$ cat config.mk
export PLATFORM = sky130hd
export DESIGN_NAME = mem_stage
export DESIGN_NICKNAME = d
export VERILOG_FILES = /design/src/rtl/mem_stage_pkg.sv /design/src/rtl/mem_stage_lsu_align.sv /design/src/rtl/mem_stage.sv
export SDC_FILE = /design/constraint.sdc
export NUM_CORES = 1
export LEC_CHECK = 0
export CAP_MARGIN = 20
export CORE_MARGIN = 5
export CORE_UTILIZATION = 30
export CTS_BUF_LIST = sky130_fd_sc_hd__clkbuf_4 sky130_fd_sc_hd__clkbuf_8 sky130_fd_sc_hd__clkbuf_16
export DETAILED_ROUTE_END_ITERATION = 10
export HOLD_SLACK_MARGIN = 0.05
export PLACE_DENSITY = 0.54
export SLEW_MARGIN = 0
export SYNTH_ARGS = -nofsm -noshare
export SYNTH_HDL_FRONTEND = slang
export SYNTH_SLANG_ARGS = --single-unit
$ cat constraint.sdc
create_clock -name clk -period 4.6 [get_ports clk]
set_input_delay 1.15 -clock clk [delete_from_list [all_inputs] [get_ports clk]]
set_output_delay 1.15 -clock clk [all_outputs]
set_load 0.01 [all_outputs]
$ cat src/rtl/mem_stage_pkg.sv
// Shared core types: EX->MEM->WB pipeline bus, memory-stage FSM states
// and RV32 load/store funct3 encodings.
package core;

  localparam int XLEN = 32;

  localparam logic [2:0] F3_LB  = 3'b000;
  localparam logic [2:0] F3_LH  = 3'b001;
  localparam logic [2:0] F3_LW  = 3'b010;
  localparam logic [2:0] F3_LBU = 3'b100;
  localparam logic [2:0] F3_LHU = 3'b101;
  localparam logic [2:0] F3_SB  = 3'b000;
  localparam logic [2:0] F3_SH  = 3'b001;
  localparam logic [2:0] F3_SW  = 3'b010;

  typedef enum logic [1:0] {
    IDLE        = 2'd0,
    WAIT_GNT    = 2'd1,
    WAIT_RVALID = 2'd2
  } mem_state_e;

  typedef struct packed {
    logic            valid;
    logic            is_load;
    logic            is_store;
    logic [2:0]      funct3;
    logic [XLEN-1:0] result;
    logic [XLEN-1:0] rs2_data;
    logic [4:0]      rd;
    logic            rd_we;
    logic            misaligned;
  } pipeline_bus_t;

endpackage

$ cat src/rtl/mem_stage_lsu_align.sv
// Combinational load/store lane alignment: byte enables, replicated store
// data, load extraction with sign/zero extension, and alignment checking.
module lsu_align
  import core::*;
(
  input  logic [2:0]      funct3,
  input  logic [1:0]      off,
  input  logic [XLEN-1:0] rs2_data,
  input  logic [XLEN-1:0] rdata,
  output logic [3:0]      be,
  output logic [XLEN-1:0] wdata,
  output logic [XLEN-1:0] load_data,
  output logic            misaligned
);

  logic [7:0]  byte_s;
  logic [15:0] half_s;

  assign byte_s = rdata[{off, 3'b000} +: 8];
  assign half_s = off[1] ? rdata[31:16] : rdata[15:0];

  // Store lane encoding
  always_comb begin
    be    = 4'b0000;
    wdata = rs2_data;
    case (funct3)
      F3_SB: begin
        be    = 4'b0001 << off;
        wdata = {4{rs2_data[7:0]}};
      end
      F3_SH: begin
        be    = 4'b0011 << {off[1], 1'b0};
        wdata = {2{rs2_data[15:0]}};
      end
      F3_SW: begin
        be    = 4'b1111;
        wdata = rs2_data;
      end
      default: begin
        be    = 4'b0000;
        wdata = rs2_data;
      end
    endcase
  end

  // Load extraction
  always_comb begin
    load_data = rdata;
    case (funct3)
      F3_LB:   load_data = {{24{byte_s[7]}}, byte_s};
      F3_LBU:  load_data = {24'h000000, byte_s};
      F3_LH:   load_data = {{16{half_s[15]}}, half_s};
      F3_LHU:  load_data = {16'h0000, half_s};
      F3_LW:   load_data = rdata;
      default: load_data = rdata;
    endcase
  end

  // Alignment check (same funct3 codes for loads and stores)
  always_comb begin
    misaligned = 1'b0;
    case (funct3)
      F3_LH, F3_LHU: misaligned = off[0];
      F3_LW:         misaligned = (off != 2'b00);
      default:       misaligned = 1'b0;
    endcase
  end

endmodule

$ cat src/rtl/mem_stage.sv
// Memory-access pipeline stage: issues loads/stores over a req/gnt/rvalid
// port, stalls upstream while an access is in flight, registers WB bus.
module mem_stage
  import core::*;
(
  input  logic            clk,
  input  logic            rst,
  input  pipeline_bus_t   bus_i,
  output logic            stall_o,
  output pipeline_bus_t   mem_bus_o,
  output logic            dmem_req,
  output logic            dmem_we,
  output logic [XLEN-1:0] dmem_addr,
  output logic [3:0]      dmem_be,
  output logic [XLEN-1:0] dmem_wdata,
  input  logic            dmem_gnt,
  input  logic            dmem_rvalid,
  input  logic [XLEN-1:0] dmem_rdata
);

  mem_state_e      state_r, state_s;
  pipeline_bus_t   hold_r, hold_s, out_s;
  logic            req_s, stall_s, misal_s;
  logic [2:0]      sel_f3_s;
  logic [XLEN-1:0] sel_result_s, sel_rs2_s, wdata_s, load_data_s;
  logic            sel_store_s;
  logic [3:0]      be_s;

  // Request fields come from the live bus in IDLE, from the holding register otherwise
  assign sel_f3_s     = (state_r == IDLE) ? bus_i.funct3   : hold_r.funct3;
  assign sel_result_s = (state_r == IDLE) ? bus_i.result   : hold_r.result;
  assign sel_rs2_s    = (state_r == IDLE) ? bus_i.rs2_data : hold_r.rs2_data;
  assign sel_store_s  = (state_r == IDLE) ? bus_i.is_store : hold_r.is_store;

  lsu_align u_lsu_align (
    .funct3     (sel_f3_s),
    .off        (sel_result_s[1:0]),
    .rs2_data   (sel_rs2_s),
    .rdata      (dmem_rdata),
    .be         (be_s),
    .wdata      (wdata_s),
    .load_data  (load_data_s),
    .misaligned (misal_s)
  );

  // Next-state, holding-register capture and next WB bus
  always_comb begin
    state_s = state_r;
    hold_s  = hold_r;
    out_s   = '0;
    req_s   = 1'b0;
    stall_s = 1'b0;
    case (state_r)
      IDLE: begin
        if (!(bus_i.valid && (bus_i.is_load || bus_i.is_store))) begin
          out_s = bus_i;
        end else if (misal_s) begin
          out_s            = bus_i;
          out_s.misaligned = 1'b1;
          out_s.rd_we      = 1'b0;
        end else begin
          req_s  = 1'b1;
          hold_s = bus_i;
          if (bus_i.is_store && dmem_gnt) begin
            out_s = bus_i;
          end else begin
            stall_s = 1'b1;
            state_s = (bus_i.is_load && dmem_gnt) ? WAIT_RVALID : WAIT_GNT;
          end
        end
      end
      WAIT_GNT: begin
        req_s = 1'b1;
        if (dmem_gnt && hold_r.is_store) begin
          out_s   = hold_r;
          state_s = IDLE;
        end else if (dmem_gnt) begin
          stall_s = 1'b1;
          state_s = WAIT_RVALID;
        end else begin
          stall_s = 1'b1;
        end
      end
      WAIT_RVALID: begin
        // A response arriving together with the grant never reaches here
        if (dmem_rvalid) begin
          out_s        = hold_r;
          out_s.result = load_data_s;
          state_s      = IDLE;
        end else begin
          stall_s = 1'b1;
        end
      end
      default: begin
        state_s = IDLE;
      end
    endcase
  end

  // Combinational port outputs are forced low while reset is asserted
  assign stall_o    = stall_s & rst;
  assign dmem_req   = req_s & rst;
  assign dmem_we    = dmem_req & sel_store_s;
  assign dmem_addr  = dmem_req ? {sel_result_s[XLEN-1:2], 2'b00} : 32'h0000_0000;
  assign dmem_be    = dmem_we ? be_s : 4'b0000;
  assign dmem_wdata = dmem_we ? wdata_s : 32'h0000_0000;

  // State, holding register and registered WB bus
  always_ff @(posedge clk or negedge rst) begin
    if (!rst) begin
      state_r   <= IDLE;
      hold_r    <= '0;
      mem_bus_o <= '0;
    end else begin
      state_r   <= state_s;
      hold_r    <= hold_s;
      mem_bus_o <= out_s;
    end
  end

endmodule

# Yosys cells after proc, flatten, opt, wreduce, memory -nomap -nowiden
# Index checks and enable logic that the tools add are counted.
[classes]
eq_ne = 11
n_reduce_logical = 11
n_bitwise = 4
n_shift = 3
muxes = 35
[op_table]
columns = ["cell", "count"]
rows = [
  ["two-way mux 77 bit", 5],
  ["one-hot mux 77 bit (3 select lines)", 1],
  ["two-way mux 32 bit", 4],
  ["one-hot mux 32 bit (4 select lines)", 1],
  ["one-hot mux 32 bit (2 select lines)", 1],
  ["variable part select 32 x 6 -> 8 bit", 1],
  ["two-way mux 16 bit", 1],
  ["two-way mux 2 bit", 7],
  ["one-hot mux 4 bit (3 select lines)", 1],
  ["two-way mux 1 bit", 8],
  ["equality test 3 bit (second input constant)", 2],
  ["inequality test 2 bit (second input constant)", 3],
  ["one-hot mux 2 bit (3 select lines)", 1],
  ["AND reduction 5 bit", 1],
  ["logical AND 1 bit", 4],
  ["two-way mux 4 bit", 1],
  ["one-hot mux 1 bit (2 select lines)", 2],
  ["left shift 1 x 2 -> 4 bit (first input constant)", 1],
  ["left shift 2 x 2 -> 4 bit (first input constant)", 1],
  ["AND 1 bit", 3],
  ["equality test 3 x 1 -> 1 bit (second input constant)", 1],
  ["equality test 3 x 2 -> 1 bit (second input constant)", 1],
  ["logical NOT 3 bit", 1],
  ["two-way mux 3 bit", 1],
  ["other kinds (11)", 11],
]
[totals]
out_inout_bits = 148
wordCells = 83
input_bits = 113
register_bits = 156

# Logic depth before layout (Yosys ltp)
[logic_depth]
word_depth = 11
ltp_mapped = 10
mapped_depth_nobuf = 5

# Hierarchy
# From an unflattened synthesis, not the netlist that was laid out.
[unflattened]
cells_unflattened = 914
area_unflattened_um2 = 8966.1
[by_module_without_submodules]
columns = ["module", "n_inst", "cells_per_inst", "seq_area_each_um2", "area_each_um2"]
rows = [
  ["mem_stage", 1, 738, 3903.7, 7798.7],
  ["lsu_align", 1, 176, 0.0, 1167.4],
]

# Least setup slack after synthesis
# Ideal clock, no wire load.
[synth_timing]
path_kind = "input port to output port"
startpoint = "input bus_i[71] in the netlist's numbering"
endpoint = "output dmem_wdata[24]"
slack_ns = 0.528
stages = 8
required_time_ns = 3.450
t_arrival_ns = 2.922
n_path_buf = 3
path_cell_list = "clkbuf_1 nor4_1 a21o_1 clkbuf_1 o22ai_1 a32oi_2 buf_2 nor4b_1"
[synth_via]
elab_chain_len = 10
elab_cells_between_ends = 14
classes_between = "eq/ne (3); mux (7); bitwise (2); reduce/logical (2)"
[synth_rtl]
columns = ["item", "line", "source"]
rows = [
  ["from (decl)", "mem_stage.sv:8", "input pipeline_bus_t bus_i,"],
  ["two-way mux 3 bit *", "mem_stage.sv:30", "assign sel_f3_s = (state_r == IDLE) ? bus_i.funct3 : hold_r.funct3;"],
  ["equality test 3 x 1 -> 1 bit or equality test 3 bit (tied branches)", "mem_stage_lsu_align.sv:26, mem_stage_lsu_align.sv:62", ""],
  ["OR reduction 2 bit", "mem_stage_lsu_align.sv:62", "case (funct3)"],
  ["one-hot mux 1 bit (2 select lines)", "mem_stage_lsu_align.sv:62", ""],
  ["two-way mux 1 bit", "mem_stage.sv:57", "end else if (misal_s) begin"],
  ["two-way mux 1 bit", "mem_stage.sv:55", "if (!(bus_i.valid && (bus_i.is_load || bus_i.is_store))) begin"],
  ["one-hot mux 1 bit (2 select lines)", "mem_stage.sv:53", "case (state_r)"],
  ["AND 1 bit", "mem_stage.sv:102", "assign dmem_req = req_s & rst;"],
  ["AND 1 bit", "mem_stage.sv:103", "assign dmem_we = dmem_req & sel_store_s;"],
  ["two-way mux 32 bit *", "mem_stage.sv:106", "assign dmem_wdata = dmem_we ? wdata_s : 32'h0000_0000;"],
  ["to (decl)", "mem_stage.sv:15", "output logic [XLEN-1:0] dmem_wdata,"],
]
# Mark *: on every way between the ends. The rest lies on a longest branch, timed or not.

# Worst setup path after layout
[layout_timing]
startpoint = "input bus_i[71] in the netlist's numbering"
endpoint = "output dmem_wdata[20]"
# The elaborated chain is that of the path after synthesis.

==> flow_summary.yaml <==
place:
  gp_congestion: 0.848
  dpl.hpwl_um: 22300
  port_buffers: 258
clock_network:
  htree_num_levels: 4
  clk_path_buf_depth: 2
  clock-sinks: 156
  cts_tree: "yes"
  clk_latency_ps: 430
  cts_buffers: 17
  path_clk_slew_ps: 60
  hold_buffers: 0
  ctsRootBufferMaster: "clkbuf_16"
flow_run:
  max-cap-violations: 0
layout:
  final_common_cell: "clkdlybuf4s50_1"
  final_cell_mix: "clkdlybuf4s50_1, dfrtp_1, nand2_1"
  final_nets: 1188
  drive_gt1_frac: 0.247
  area_delta_synth_final_pct: 44.8
worst_setup_path:
  crit_family: "buffers and inverters"
  path_class: "input port to output pin"
  crit_start: "bus_i[71]"
  reg2reg_depth: 8
  cp_max_fo: 12
  crit_path_max_incr_delay_ps: 490
  critical_path.slowest_cell: "clkdlybuf4s50_1"
  r2r_end: "hold_r[21]$_DFFE_PN0P_"
  reg2reg_setup_slack_ps: 1440
  end_kind: "output pin"
  start_kind: "input port"
  crit_buf_inv: 4
  r2r_start: "state_r[1]$_DFFE_PN0P_"
  worstSetupEndpoint: "dmem_wdata[20]"
  cp.required_ps: 3450
  worstPathArrival_ps: 3340
  cp.depth: 9
  crit_chain: "clkdlybuf4s50_1 > nor4_2 > a221oi_4 > o22ai_4 > a32oi_2 > buf_6 > bufbuf_16 > a2111oi_1 > buf_2"
power:
  leakage_uw: 0.00533
  power_density_nw_per_um2: 761
  vdd_drop_max_mv: 0.364
worst_hold_path:
  hold_class: "flip-flop to flip-flop"
  hold_depth: 1
synthesis:
  ys_seq_area_frac: 0.459
  synth_top_family_by_area: "compound AO/OA/AOI/OAI gates"
  syn_area_per_cell_sq_um: 10.7
  synth_area_sq_um: 8500
  synth_edf_count: 0
  synthAdderAreaFrac: 0
  muxShareOfSynthArea: 0.175
  synth.distinct_cells: 61
  yosysWarnings: 0
  synth_xor_area_frac: 0
  synth_seq_cells: 156
  synth_compound_area_frac: 0.179
  synthFlopType: "dfrtp_1"
  synth-simple-area-share: 0.142
  synthCells: 797
  async_reset_ff_frac: 1.00
status:
  status: "finished clean"
drt:
  wirelength_um: 32800
  route.vias.total: 7748
  antenna_left: 0
  viasPerCell: 5.27
  first_iter_violations: 463
  routedWlPerCell_um: 22.4
  dr.pass1.iters: 5
  post-route-drc-count: 0
sta:
  rsz0062_at_grt: "no"
  period_needed_ps: 4490
  finalMaxSlewViolations: 0
  tightest_slew_ps: 1060
  tns_ps: 0
  worst_hold_slack_ps: 471
  relSlewSlack: 0.296
  hold_violations: 0
  skew_ps: 14.4
  max_freq_mhz: 223
  setup_violations: 0
  min_period_over_period: 0.976
floorplan:
  die_area_sq_um: 31800
  initial_core_util: 0.305
  rows: 61
  io_pins: 261
  core-area_sq_um: 27900
  die_y_um: 178
  fp.dieW_um: 178
grt:
  grt_overflow: 0
  grt_max_degree: 157
  grt_pass1_wl_um: 48400
  grt_pass1_vias: 7832
  grt.total_usage: 0.200
  grt_antenna_before_repair: 5
## registers in the layout, indices dropped and copies added, names as in the netlist
name and flops:
mem_bus_o 77, state_r 2, hold_r 77
## cells by family after synthesis
kind of cell / count (synthesis)
AOI/OAI and AO/OA: 209
buffers and inverters: 74
DFF: 156
muxes: 127
other: 1
and+or+nand+nor: 230
## layout make-up
type | count | area [sq um]
inverter | 4 | 15.0
tap | 378 | 473
sequential | 156 | 3900
fill | 2731 | 15600
timing repair buffer | 328 | 3020
antenna | 3 | 7.51
clock inverter | 14 | 135
multi-input combinational | 568 | 4310
clock buffer | 18 | 439
## cell usage after synthesis, drive strengths merged, types with 2 or more instances
| master | n | area share |
|---|---|---|
| buf | 39 | 0.029 |
| nor3b | 4 | 0.0041 |
| a221o | 5 | 0.0059 |
| a21oi | 19 | 0.011 |
| nand3 | 48 | 0.028 |
| nand2b | 3 | 0.0022 |
| or2 | 3 | 0.0022 |
| o21a | 2 | 0.0018 |
| a2111oi | 7 | 0.0072 |
| a211oi | 10 | 0.0088 |
| a22o | 43 | 0.044 |
| mux2 | 78 | 0.12 |
| a221oi | 4 | 0.0062 |
| clkbuf | 31 | 0.014 |
| nor4b | 8 | 0.0082 |
| nand2 | 58 | 0.026 |
| a22oi | 17 | 0.015 |
| and2 | 15 | 0.011 |
| o31a | 2 | 0.0021 |
| inv | 4 | 0.0018 |
| a311oi | 2 | 0.0021 |
| nor2 | 13 | 0.0057 |
| a21o | 5 | 0.0044 |
| a32oi | 2 | 0.0029 |
| mux2i | 48 | 0.057 |
| dfrtp | 156 | 0.46 |
| nor2b | 11 | 0.0081 |
| nor3 | 49 | 0.029 |
| or3b | 3 | 0.0034 |
| and3b | 2 | 0.0021 |
| o211ai | 19 | 0.017 |
| a31oi | 12 | 0.0088 |
| o21ai | 52 | 0.031 |
| nor4 | 11 | 0.0088 |
## repair_timing
| item | CTS | global route |
|---|---|---|
| cloned | 3 | 1 |
| gates resized for setup | 218 | 52 |
| setup endpoints to repair | 69 | 69 |
| setup buffers | 4 | 1 |
| pin swaps | 2 | 2 |
| endpoints found under the hold margin | 0 | 0 |
## through the flow
stage,area [sq um],util,instances,total power (uW),setup slack (ps)
2_1_floorplan,8500,-,798,5540,528
3_3_place_gp,11700,0.422,1425,7740,-302
3_5_place_dp,11700,0.422,1425,7780,-346
4_1_cts,12300,0.443,1464,9330,-60.3
5_1_grt,12300,0.442,1469,9900,12.2
6_report,12300,0.442,1469,9370,110
## power breakdown
part	total [uW]	switching [uW]	leakage [uW]	internal, uW
clock	1420	648	0.000281	774
sequential	2410	390	0.00191	2020
combinational	5540	2860	0.00314	2680
total	9370	3900	0.00533	5470
## worst register-to-register path, stage by stage, from the launching register on
cell       delay, ps
dfrtp_1          690
or2_1            620
a221oi_4         150
buf_4            190
a2bb2oi_4        180
buf_4            180
nor3_4           170
buf_12           390
mux2_2           480
## how the worst min path moves through the flow
| stage | start | endpoint |
|---|---|---|
| 3_3_place_gp | hold_r[76]$_DFFE_PN0P_ | hold_r[76]$_DFFE_PN0P_ |
| 2_1_floorplan | hold_r[76]$_DFFE_PN0P_ | hold_r[76]$_DFFE_PN0P_ |
| 3_5_place_dp | hold_r[76]$_DFFE_PN0P_ | hold_r[76]$_DFFE_PN0P_ |
| 5_1_grt | hold_r[76]$_DFFE_PN0P_ | hold_r[76]$_DFFE_PN0P_ |
| 4_1_cts | hold_r[76]$_DFFE_PN0P_ | hold_r[76]$_DFFE_PN0P_ |
| 6_report | hold_r[76]$_DFFE_PN0P_ | hold_r[76]$_DFFE_PN0P_ |
## metal layers
metal | wire, um | global-route usage | share of wire | up-vias
met2 | 15400 | 0.314 | 0.47 | 254
met5 | 25 | 0 | 0.00076 | -
met1 | 14600 | 0.272 | 0.45 | 3868
met3 | 1630 | 0.0386 | 0.050 | 54
li1 | - | - | - | 3568
met4 | 1150 | 0.0780 | 0.035 | 4
(Power assumes the default switching activity.)
